**src/rtl/uart_duplex_pkg.sv**
```systemverilog
// rtl/uart_duplex_pkg.sv - shared FSM state encoding and rxerr bit positions (parity option: UART_PARITY_EN)
package uart_duplex_pkg;

    typedef enum logic [2:0] {
        ST_IDLE   = 3'd0,
        ST_START  = 3'd1,
        ST_DATA   = 3'd2,
        ST_PARITY = 3'd3,
        ST_STOP   = 3'd4
    } uart_state_t;

    localparam int ERR_FRAMING = 0;
    localparam int ERR_OVERRUN = 1;
    localparam int ERR_PARITY  = 2;

endpackage

```
**src/rtl/uart_duplex_rx.sv**
```systemverilog
// rtl/uart_duplex_rx.sv - rx pin synchroniser, receive FSM and client word register (parity option: UART_PARITY_EN)
module uart_duplex_rx
    import uart_duplex_pkg::*;
#(
    parameter int INT      = 10,
    parameter int DATABITS = 8,
    parameter int PAR_ODD  = 0
) (
    input  logic                clk,
    input  logic                rst,
    input  logic                rx,
    input  logic                rxack,
    output logic                rxreq,
    output logic [DATABITS-1:0] rxdata,
    output logic [2:0]          rxerr
);

    localparam int TW = $clog2(INT) + 1;
    localparam int BW = $clog2(DATABITS + 1);

    logic                rx_s1, rx_s2, rx_prev;
    uart_state_t         state_q, state_d;
    logic [TW-1:0]       timer_q, timer_d;
    logic [BW-1:0]       bits_q, bits_d;
    logic [DATABITS-1:0] shift_q, shift_d;
    logic                done;
    logic                frame_err;
    logic                par_err;
`ifdef UART_PARITY_EN
    logic                par_err_q, par_err_d;
    assign par_err = par_err_q;
`else
    assign par_err = 1'b0;
`endif

    // Two-flop synchroniser plus one delayed copy for start-edge detection; idles high.
    // A line held low never produces a new falling edge, so a break re-arms only after rx returns to 1.
    always_ff @(posedge clk) begin
        if (rst) begin
            rx_s1   <= 1'b1;
            rx_s2   <= 1'b1;
            rx_prev <= 1'b1;
        end else begin
            rx_s1   <= rx;
            rx_s2   <= rx_s1;
            rx_prev <= rx_s2;
        end
    end

    // Receive FSM state, bit timer, bit counter and shift register.
    always_ff @(posedge clk) begin
        if (rst) begin
            state_q <= ST_IDLE;
            timer_q <= '0;
            bits_q  <= '0;
            shift_q <= '0;
`ifdef UART_PARITY_EN
            par_err_q <= 1'b0;
`endif
        end else begin
            state_q <= state_d;
            timer_q <= timer_d;
            bits_q  <= bits_d;
            shift_q <= shift_d;
`ifdef UART_PARITY_EN
            par_err_q <= par_err_d;
`endif
        end
    end

    // Next-state logic: start check at half a bit, then one mid-bit sample per INT cycles.
    always_comb begin
        state_d   = state_q;
        timer_d   = timer_q;
        bits_d    = bits_q;
        shift_d   = shift_q;
        done      = 1'b0;
        frame_err = 1'b0;
`ifdef UART_PARITY_EN
        par_err_d = par_err_q;
`endif
        case (state_q)
            ST_IDLE: begin
                if (rx_prev && !rx_s2) begin
                    state_d = ST_START;
                    timer_d = TW'(INT / 2 - 1);
                end
            end
            ST_START: begin
                if (timer_q != '0) begin
                    timer_d = timer_q - TW'(1);
                end else if (rx_s2) begin
                    state_d = ST_IDLE;
                end else begin
                    state_d = ST_DATA;
                    timer_d = TW'(INT - 1);
                    bits_d  = '0;
                end
            end
            ST_DATA: begin
                if (timer_q != '0) begin
                    timer_d = timer_q - TW'(1);
                end else begin
                    shift_d = {rx_s2, shift_q[DATABITS-1:1]};
                    bits_d  = bits_q + BW'(1);
                    timer_d = TW'(INT - 1);
                    if (bits_q == BW'(DATABITS - 1)) begin
`ifdef UART_PARITY_EN
                        state_d = ST_PARITY;
`else
                        state_d = ST_STOP;
`endif
                    end
                end
            end
`ifdef UART_PARITY_EN
            ST_PARITY: begin
                if (timer_q != '0) begin
                    timer_d = timer_q - TW'(1);
                end else begin
                    par_err_d = rx_s2 ^ (^shift_q) ^ PAR_ODD[0];
                    state_d   = ST_STOP;
                    timer_d   = TW'(INT - 1);
                end
            end
`endif
            ST_STOP: begin
                if (timer_q != '0) begin
                    timer_d = timer_q - TW'(1);
                end else begin
                    done      = 1'b1;
                    frame_err = !rx_s2;
                    state_d   = ST_IDLE;
                end
            end
            default: state_d = ST_IDLE;
        endcase
    end

    // Client word register: a completing frame beats a same-cycle rxack; an unread word is kept on overrun.
    always_ff @(posedge clk) begin
        if (rst) begin
            rxreq  <= 1'b0;
            rxdata <= '0;
            rxerr  <= '0;
        end else if (done) begin
            if (rxreq && !rxack) begin
                rxerr[ERR_OVERRUN] <= 1'b1;
            end else begin
                rxreq  <= 1'b1;
                rxdata <= shift_q;
                rxerr  <= {par_err, 1'b0, frame_err};
            end
        end else if (rxack) begin
            rxreq <= 1'b0;
        end
    end

endmodule

```
**src/rtl/uart_duplex.sv**
```systemverilog
// rtl/uart_duplex.sv - full-duplex UART top: inline transmitter plus uart_duplex_rx (parity option: UART_PARITY_EN)
module uart_duplex
    import uart_duplex_pkg::*;
#(
    parameter int SYSHZ    = 100_000_000,
    parameter int BAUD     = 9600,
    parameter int DATABITS = 8,
    parameter int STOPBITS = 1,
    parameter int PAR_ODD  = 0
) (
    input  logic                clk,
    input  logic                rst,
    output logic                tx,
    input  logic                rx,
    input  logic                txreq,
    output logic                txack,
    input  logic [DATABITS-1:0] txdata,
    output logic                rxreq,
    input  logic                rxack,
    output logic [DATABITS-1:0] rxdata,
    output logic [2:0]          rxerr
);

    localparam int INT      = SYSHZ / BAUD;
    localparam int TW       = $clog2(INT) + 1;
    localparam int BW       = $clog2(DATABITS + 1);
    localparam int STOP_LEN = STOPBITS * INT;

    uart_state_t         tx_state_q, tx_state_d;
    logic [TW-1:0]       tx_timer_q, tx_timer_d;
    logic [BW-1:0]       tx_bits_q, tx_bits_d;
    logic [DATABITS-1:0] tx_shift_q, tx_shift_d;
    logic                tx_q, tx_d;
    logic                txack_q, txack_d;
`ifdef UART_PARITY_EN
    logic                tx_par_q, tx_par_d;
`endif

    assign tx    = tx_q;
    assign txack = txack_q;

    // Transmit FSM registers; the line output is registered so tx is glitch-free.
    always_ff @(posedge clk) begin
        if (rst) begin
            tx_state_q <= ST_IDLE;
            tx_timer_q <= '0;
            tx_bits_q  <= '0;
            tx_shift_q <= '0;
            tx_q       <= 1'b1;
            txack_q    <= 1'b0;
`ifdef UART_PARITY_EN
            tx_par_q   <= 1'b0;
`endif
        end else begin
            tx_state_q <= tx_state_d;
            tx_timer_q <= tx_timer_d;
            tx_bits_q  <= tx_bits_d;
            tx_shift_q <= tx_shift_d;
            tx_q       <= tx_d;
            txack_q    <= txack_d;
`ifdef UART_PARITY_EN
            tx_par_q   <= tx_par_d;
`endif
        end
    end

    // Next-state logic: each state holds its line level for one timer run, then moves on.
    always_comb begin
        tx_state_d = tx_state_q;
        tx_timer_d = tx_timer_q;
        tx_bits_d  = tx_bits_q;
        tx_shift_d = tx_shift_q;
        tx_d       = tx_q;
        txack_d    = 1'b0;
`ifdef UART_PARITY_EN
        tx_par_d   = tx_par_q;
`endif
        case (tx_state_q)
            ST_IDLE: begin
                if (txreq) begin
                    tx_state_d = ST_START;
                    tx_timer_d = TW'(INT - 1);
                    tx_shift_d = txdata;
                    tx_d       = 1'b0;
`ifdef UART_PARITY_EN
                    tx_par_d   = (^txdata) ^ PAR_ODD[0];
`endif
                end
            end
            ST_START: begin
                if (tx_timer_q != '0) begin
                    tx_timer_d = tx_timer_q - TW'(1);
                end else begin
                    tx_state_d = ST_DATA;
                    tx_timer_d = TW'(INT - 1);
                    tx_bits_d  = BW'(DATABITS - 1);
                    tx_d       = tx_shift_q[0];
                end
            end
            ST_DATA: begin
                if (tx_timer_q != '0) begin
                    tx_timer_d = tx_timer_q - TW'(1);
                end else if (tx_bits_q != '0) begin
                    tx_timer_d = TW'(INT - 1);
                    tx_bits_d  = tx_bits_q - BW'(1);
                    tx_shift_d = tx_shift_q >> 1;
                    tx_d       = tx_shift_q[1];
                end else begin
`ifdef UART_PARITY_EN
                    tx_state_d = ST_PARITY;
                    tx_timer_d = TW'(INT - 1);
                    tx_d       = tx_par_q;
`else
                    tx_state_d = ST_STOP;
                    tx_timer_d = TW'(STOP_LEN - 1);
                    tx_d       = 1'b1;
`endif
                end
            end
`ifdef UART_PARITY_EN
            ST_PARITY: begin
                if (tx_timer_q != '0) begin
                    tx_timer_d = tx_timer_q - TW'(1);
                end else begin
                    tx_state_d = ST_STOP;
                    tx_timer_d = TW'(STOP_LEN - 1);
                    tx_d       = 1'b1;
                end
            end
`endif
            ST_STOP: begin
                if (tx_timer_q != '0) begin
                    tx_timer_d = tx_timer_q - TW'(1);
                end else begin
                    tx_state_d = ST_IDLE;
                    txack_d    = 1'b1;
                end
            end
            default: tx_state_d = ST_IDLE;
        endcase
    end

    uart_duplex_rx #(
        .INT      (INT),
        .DATABITS (DATABITS),
        .PAR_ODD  (PAR_ODD)
    ) u_rx (
        .clk    (clk),
        .rst    (rst),
        .rx     (rx),
        .rxack  (rxack),
        .rxreq  (rxreq),
        .rxdata (rxdata),
        .rxerr  (rxerr)
    );

endmodule
```
**config.mk**
```make
export PLATFORM = sky130hd
export DESIGN_NAME = uart_duplex
export DESIGN_NICKNAME = d
export VERILOG_FILES = /design/src/rtl/uart_duplex_pkg.sv /design/src/rtl/uart_duplex_rx.sv /design/src/rtl/uart_duplex.sv
export SDC_FILE = /design/constraint.sdc
export NUM_CORES = 1
export LEC_CHECK = 0
export CAP_MARGIN = 15
export CORE_MARGIN = 4
export CORE_UTILIZATION = 30
export DETAILED_ROUTE_END_ITERATION = 8
export GPL_ROUTABILITY_DRIVEN = 0
export PLACE_DENSITY = 0.5
export SYNTH_ARGS = -nofsm -noshare
export SYNTH_HDL_FRONTEND = slang
export SYNTH_SLANG_ARGS = --single-unit
```
**constraint.sdc**
```tcl
create_clock -name clk -period 5 [get_ports clk]
set_clock_uncertainty 0.1 [all_clocks]
set_input_delay 0.75 -clock clk [delete_from_list [all_inputs] [get_ports clk]]
set_output_delay 0.75 -clock clk [all_outputs]
set_load 0.005 [all_outputs]
```
==> flow_metrics.env <==
export IMPL_outcome="completed"
export IMPL_maxClockFrequency_mhz=352
export IMPL_postCtsSetupBuffers=0
export IMPL_async_reset_ff_share_pct=0
export IMPL_grt_first_pass_wirelength_um=15600
export IMPL_synth_seq_area_share_pct=39.3
export IMPL_worst_path_max_fanout=11
export IMPL_top_level_ports=27
export IMPL_hold_wc_startpoint="u_rx.rx_s1"
export IMPL_hold_buffers=0
export IMPL_cts_max_path_buffers=2
export IMPL_io_buffer_count=25
export IMPL_global_route_overflow_total=0
export IMPL_avgViaCountPerCell=5.20
export IMPL_final_setup_worst_slack_ns=2.16
export IMPL_timing_critical_path_arrival_ns=2.98
export IMPL_tritoncts_num_sinks=76
export IMPL_drv_max_cap_violation_count=0
export IMPL_whs_path_depth=1
export IMPL_clock_root_buffer_master="sky130_fd_sc_hd__clkbuf_16"
export IMPL_cp_slowest_stage_delay_ns=0.62
export IMPL_insertion_delay_ns=0.33
export IMPL_antenna_found_initial=0
export IMPL_path_depth=7
export IMPL_first_global_vias=3226
export IMPL_cp_required_ns=5.14
export IMPL_path_buf_inv=1
export IMPL_timing_rr_start="u_rx.timer_q[0]"
export IMPL_drive_gt1_share_pct=8.66
export IMPL_number_of_flops_mapped_to_enable_cells_by_yosys=0
export IMPL_layout_worst_path_cycle_share_pct=56.8
export IMPL_fp_coreArea_um2=12600
export IMPL_cell_chain_of_the_critical_path="inv_1, ha_1, or4b_1, or4_4, nor3_4, a41oi_1, a311oi_1"
export IMPL_remaining_drcs=0
export IMPL_finish_net_count=476
export IMPL_synth_seq_cells=76
export IMPL_mappedNetlistArea_um2=3870
export IMPL_detailed_place_hpwl_um=6030
export IMPL_total_leakage_power_nw=1.55
export IMPL_worst_relative_slew_slack_pct=28.7
export IMPL_antenna_diode_count=0
export IMPL_initial_core_util_pct=30.7
export IMPL_cts_buffers=9
export IMPL_cts_max_level=3
export IMPL_worstSetupPathType="reg -> reg"
export IMPL_dominantRegCellSynth="sky130_fd_sc_hd__dfxtp_1"
export IMPL_timing_final_crit_period_ns=2.84
export IMPL_post_synth_inst_count=447
export IMPL_number_of_warnings_printed_during_yosys_synthesis=0
export IMPL_setup_reg_to_reg_worst_slack_ns=2.16
export IMPL_sink_of_the_worst_hold_path="u_rx.rx_s2"
export IMPL_rsz_0062_raised_after_global_routing="no"
export IMPL_fillers=1330
export IMPL_cp_start_kind="register"
export IMPL_timing_final_hold_violations=0
export IMPL_placement_stage_worst_setup_slack_ns=2.12
export IMPL_area_delta_synth_final_pct=16.6
export IMPL_setup_tns_final_ns=0
export IMPL_grt_util_all_layers_pct=13.0
export IMPL_routed_via_count=3297
export IMPL_synthesis_nets=466
export IMPL_worst_tran_pin_value_ns=1.07
export IMPL_die_height_um=122
export IMPL_worst_setup_hold_path_clk_slew_ns=0.06
export IMPL_drt_pass1_iterations=4
export IMPL_timing_reg2reg_worst_path_depth=7
export IMPL_floorplan_die_area_um2=14800
export IMPL_synth_avg_cell_area_um2=8.66
export IMPL_crit_end_element="register"
export IMPL_timing_critical_path_max_delay_family="simple AND/OR/NAND/NOR gates"
export IMPL_timing_hold_worst_class="reg -> reg"
export IMPL_grt_start_max_net_pins=66
export IMPL_drt_iter0_markers=136
export IMPL_tritoncts="done"
export IMPL_post_cts_resized=0
export IMPL_rows=41
export IMPL_antenna_violating_nets_post_route=0
export IMPL_timing_rr_end="u_rx.bits_q[3]"
export IMPL_wirelength_um=8980
export IMPL_drv_slew=0
export IMPL_route_detailed_wl_per_inst_um=14.2
export IMPL_vdd_ir_drop_max_uv=127
export IMPL_p_per_area_nw_per_um2=360
export IMPL_setup_violations=0
export IMPL_critPathSlowestCell="sky130_fd_sc_hd__or4_4"
export IMPL_die_w_um=122
export IMPL_yosysUniqueCellTypes=63
-- per-layer routing --
metal | wire length, um | vias up | global-route usage [%]
met5 | 0 | - | 0
met1 | 4510 | 1552 | 17.6
met3 | 206 | 10 | 2.14
met4 | 157 | 0 | 6.16
met2 | 4110 | 37 | 20.1
li1 | - | 1698 | -
-- worst register-to-register path, cell delays in order, from the launching register on --
cell and delay, ns:
sky130_fd_sc_hd__dfxtp_1 0.34, sky130_fd_sc_hd__inv_1 0.09, sky130_fd_sc_hd__ha_1 0.14, sky130_fd_sc_hd__or4b_1 0.52
sky130_fd_sc_hd__or4_4 0.62, sky130_fd_sc_hd__nor3_4 0.51, sky130_fd_sc_hd__a41oi_1 0.19, sky130_fd_sc_hd__a311oi_1 0.25
-- synth_stat cells (3+ instances only) --
master / n / area, um2
sky130_fd_sc_hd__dfxtp_1: 76 / 1520
sky130_fd_sc_hd__nor2_1: 46 / 173
sky130_fd_sc_hd__a21oi_1: 36 / 180
sky130_fd_sc_hd__mux2i_1: 25 / 250
sky130_fd_sc_hd__o21ai_0: 23 / 115
sky130_fd_sc_hd__clkbuf_1: 22 / 82.6
sky130_fd_sc_hd__inv_1: 17 / 63.8
sky130_fd_sc_hd__nor3_1: 17 / 85.1
sky130_fd_sc_hd__nand2_1: 15 / 56.3
sky130_fd_sc_hd__or3_1: 15 / 93.8
sky130_fd_sc_hd__a211oi_1: 11 / 82.6
sky130_fd_sc_hd__and3_1: 8 / 50.1
sky130_fd_sc_hd__a311oi_1: 7 / 61.3
sky130_fd_sc_hd__o22ai_1: 7 / 43.8
sky130_fd_sc_hd__a31oi_1: 6 / 37.5
sky130_fd_sc_hd__ha_1: 6 / 75.1
sky130_fd_sc_hd__nor3b_1: 6 / 45.0
sky130_fd_sc_hd__o21a_1: 6 / 45.0
sky130_fd_sc_hd__or4_1: 6 / 45.0
sky130_fd_sc_hd__a221oi_1: 5 / 43.8
sky130_fd_sc_hd__a41oi_1: 4 / 35.0
sky130_fd_sc_hd__buf_2: 4 / 20.0
sky130_fd_sc_hd__nand2b_1: 4 / 25.0
sky130_fd_sc_hd__nor2b_1: 4 / 25.0
sky130_fd_sc_hd__nor4_1: 4 / 25.0
sky130_fd_sc_hd__o22a_1: 4 / 35.0
sky130_fd_sc_hd__or2_2: 4 / 25.0
sky130_fd_sc_hd__a31o_2: 3 / 26.3
sky130_fd_sc_hd__a32o_1: 3 / 30.0
sky130_fd_sc_hd__nand3_1: 3 / 15.0
sky130_fd_sc_hd__nand3b_1: 3 / 22.5
sky130_fd_sc_hd__nand4_1: 3 / 18.8
sky130_fd_sc_hd__nor3_4: 3 / 48.8
sky130_fd_sc_hd__o21ai_1: 3 / 15.0
sky130_fd_sc_hd__o221a_2: 3 / 33.8
-- registers in the layout, summed over array words and instances, names as in the netlist --
name,count
tx,1
tx_bits_q,4
tx_shift_q,8
tx_state_q,3
tx_timer_q,15
txack,1
u_rx.bits_q,4
u_rx.rx_prev,1
u_rx.rx_s1,1
u_rx.rx_s2,1
u_rx.rxdata,8
u_rx.rxerr,2
u_rx.rxreq,1
u_rx.shift_q,8
u_rx.state_q,3
u_rx.timer_q,15
-- how the worst max path moves through the flow --
stage               startpoint              to
6_report       u_rx.timer_q[0]  u_rx.bits_q[3]
5_1_grt        u_rx.timer_q[0]  u_rx.bits_q[3]
4_1_cts        u_rx.timer_q[0]  u_rx.bits_q[3]
3_5_place_dp   u_rx.timer_q[0]  u_rx.bits_q[3]
3_3_place_gp   u_rx.timer_q[0]  u_rx.bits_q[3]
2_1_floorplan  u_rx.timer_q[0]  u_rx.bits_q[2]
-- placed cells by master, fill, tap and decap left out, drive strengths merged, types with 5 or more instances in the layout --
| cell type | Yosys | routed |
|---|---|---|
| ha | 6 | 6 |
| nor3b | 6 | 6 |
| nand2 | 15 | 15 |
| and3 | 8 | 8 |
| a221oi | 6 | 6 |
| or3 | 15 | 15 |
| nor3 | 20 | 20 |
| or4 | 7 | 7 |
| inv | 17 | 17 |
| a211oi | 11 | 11 |
| clkbuf | 22 | 13 |
| nor2 | 47 | 47 |
| nor4 | 6 | 6 |
| o22ai | 7 | 7 |
| o21ai | 26 | 26 |
| dfxtp | 76 | 76 |
| a311oi | 7 | 7 |
| mux2i | 25 | 25 |
| a21oi | 36 | 36 |
| buf | 8 | 5 |
| clkdlybuf4s50 | 0 | 24 |
| a31oi | 6 | 6 |
| o21a | 6 | 6 |
-- cell families after synthesis --
logic type               Yosys count  share of synthesized area (%)
XOR/XNOR                           2                          0.452
AO/OA/AOI/OAI                    138                           24.0
buffers and inverters             47                           5.17
multiplexers                      25                           6.46
other                              1                         0.0968
adder cells (fa/ha/maj)            6                           1.94
AND/OR/NAND/NOR                  152                           22.6
flip-flops                        76                           39.3
-- metrics by stage --
step	cells	area [um2]	power [mW]	hold slack (ns)	utilization (%)
after floorplan	447	3870	0.943	0.289	-
after global placement	618	4230	1.01	0.302	33.5
after detailed placement	618	4230	1.01	0.295	33.5
after CTS	634	4520	1.64	0.309	35.8
after global routing	634	4520	1.72	0.332	35.8
final	634	4520	1.62	0.306	35.8
-- where the power goes --
group          internal, mW  switching (mW)
logic                 0.124           0.200
clock network         0.376           0.250
registers             0.639          0.0344
total                  1.14           0.485
-- cell type report --
cell class	instances	area [um2]	area share, %
repair buffers	29	275	6.09
well taps	172	215	4.76
multi-input cells	324	2150	47.6
clock inverters	3	20.0	0.443
clock buffers	13	270	5.98
flip-flops and latches	76	1520	33.7
inverters	17	63.8	1.41
Power figures use the tool's default switching activity.
==> patch: new RTL, same flow settings <==
The option `UART_PARITY_EN` is turned on by a define.
--- a/src/rtl/uart_duplex_rx.sv
+++ b/src/rtl/uart_duplex_rx.sv
@@ -1,4 +1,6 @@
 // rtl/uart_duplex_rx.sv - rx pin synchroniser, receive FSM and client word register (parity option: UART_PARITY_EN)
+`define UART_PARITY_EN
+
 module uart_duplex_rx
     import uart_duplex_pkg::*;
 #(
Behaviour: no difference found for any inputs over 10 cycles, from zero or initial values and one cycle with rst high; that may be too few to reach the edited logic, so the function may still have changed.
==> patch against the original RTL <==
  * Largest power group unchanged
  * Total power rose by 0.17%
  * Wire length rose by 6.7%
  * Setup slack got worse by 0.043 ns
  * Non-clock buffer count fell by 2
  * Design area rose by 5.6%
  * Synthesized cell count rose by 5.4%
  * Synthesized area rose by 6.4%
  * Sequential cell count rose by 3
==> patch: results (changes against the original RTL) <==
[power]
switching_share_pct=28.57  ; was 29.85%
power.leakage_uw=0.001581  ; was 0.001552 uW
vdd_ir_drop_max_mv=0.1602  ; was 0.1272 mV

[critical_path]
rr_endpoint=tx_shift_q[4]$_SDFFE_PP0P_  ; was u_rx.bits_q[3]$_SDFFE_PP0P_
regToRegSetupSlack_ns=2.12  ; was 2.16 ns
crit_arrival_ns=3.03  ; was 2.98 ns
reg2regPathDepth=5  ; was 7
reg2reg_from=tx_state_q[1]$_SDFFE_PP0P_  ; was u_rx.timer_q[0]$_SDFFE_PP0P_
crit_fanout=15  ; was 11

[yosys]
synthTopCellsByCount=dfxtp_1, nor2_1, nand2_1  ; was dfxtp_1, nor2_1, a21oi_1
yosysUniqueCellTypes=68  ; was 63
synth_xor_area_share_pct=4.372  ; was 0.4523%
synth.net_count=490  ; was 466
synth_mux_area_share_pct=5.677  ; was 6.462%
synth.area.top_cells=dfxtp_1, mux2i_1, nor2_1  ; was dfxtp_1, mux2i_1, a21oi_1
synthAdderAreaFrac_pct=1.821  ; was 1.939%
yosysSeqAreaShare_pct=38.37  ; was 39.29%

[place]
numPortBuffers=26  ; was 25
hpwl_mm=6.580  ; was 6.034 mm
place_area_sq_um=4491  ; was 4227 sq um

[layout]
drive_gt1_share_pct=9.836  ; was 8.658%
fin_nets=503  ; was 476
design_area_sq_um=4771  ; was 4517 sq um
nFillCells=1430  ; was 1330

[grt]
antenna_found_initial=0  ; unchanged
grt_max_degree=58  ; was 66
grt_pass1_wl_mm=15.95  ; was 15.61 mm

[drt]
num_vias=3474  ; was 3297
routedWlPerCell_um=14.43  ; was 14.16 um

[timing]
worst_pin_slew_ns=1.054  ; was 1.069 ns

[outcome]
run_status=finished clean  ; unchanged

## patch: stage by stage
step	worst slack (ns)	hold slack [ns]	util [%]	total power, uW	cells
after floorplan	2.536	0.2895	-	937.3	471
after global placement	2.033	0.2945	33.64	1000	649
after detailed placement	1.918	0.2969	33.64	1005	649
after CTS	2.147	0.3107	35.74	1645	664
after global routing	1.946	0.3304	35.74	1711	664
final	2.117	0.3085	35.74	1627	664
## patch: power groups by stage
| stage | Sequential, uW | Clock (uW) | Combinational [uW] |
|---|---|---|---|
| after floorplan | 702 | 0 | 236 |
| after global placement | 713 | 0 | 287 |
| after detailed placement | 714 | 0 | 291 |
| after CTS | 701 | 652 | 292 |
| after global routing | 708 | 678 | 326 |
| final | 701 | 634 | 292 |
## patch: logic make-up (layout without fill, tap and decap cells)
logic type / Yosys count / after routing
simple gates: 188 / 188
compound gates: 119 / 119
flops: 79 / 79
buf+inv: 37 / 54
mux: 23 / 23
xor+xnor: 19 / 19
fa+ha+maj: 6 / 6
## patch: area by class of cell
| type | instances | area share (%) |
|---|---|---|
| Multi-Input combinational cell | 355 | 49.91 |
| Clock inverter | 4 | 0.9966 |
| Sequential cell | 79 | 33.15 |
| Timing Repair Buffer | 27 | 5.507 |
| Inverter | 12 | 0.9441 |
| Tap cell | 176 | 4.616 |
| Clock buffer | 11 | 4.878 |
## patch: worst max-delay path: stages, from the launching register on
cell	delay, ns
dfxtp_1	0.57
nor3b_2	0.92
nor2b_1	0.34
a2bb2oi_2	0.51
nor2_1	0.10
a211oi_1	0.24
## patch: per-layer routing
metal | global-route usage [%] | wire length [um] | vias up
li1 | - | - | 1756
met1 | 16.16 | 4760 | 1634
met2 | 19.46 | 4301 | 71
met3 | 2.942 | 371 | 13
met4 | 4.209 | 148 | 0
met5 | 0 | 0 | -
## patch: worst max-delay path by stage
stage | from | to | slack, ns | depth (start not counted)
5_1_grt | tx_state_q[1]$_SDFFE_PP0P_ | tx_shift_q[4]$_SDFFE_PP0P_ | 1.95 | 5
3_5_place_dp | txreq | tx_shift_q[4]$_SDFFE_PP0P_ | 1.92 | 5
2_1_floorplan | u_rx.timer_q[0]$_SDFFE_PP0P_ | u_rx.shift_q[0]$_SDFFE_PP0P_ | 2.54 | 9
4_1_cts | tx_state_q[1]$_SDFFE_PP0P_ | tx_shift_q[4]$_SDFFE_PP0P_ | 2.15 | 5
6_report | tx_state_q[1]$_SDFFE_PP0P_ | tx_shift_q[4]$_SDFFE_PP0P_ | 2.12 | 5
3_3_place_gp | txreq | tx_shift_q[7]$_SDFFE_PP0P_ | 2.03 | 5
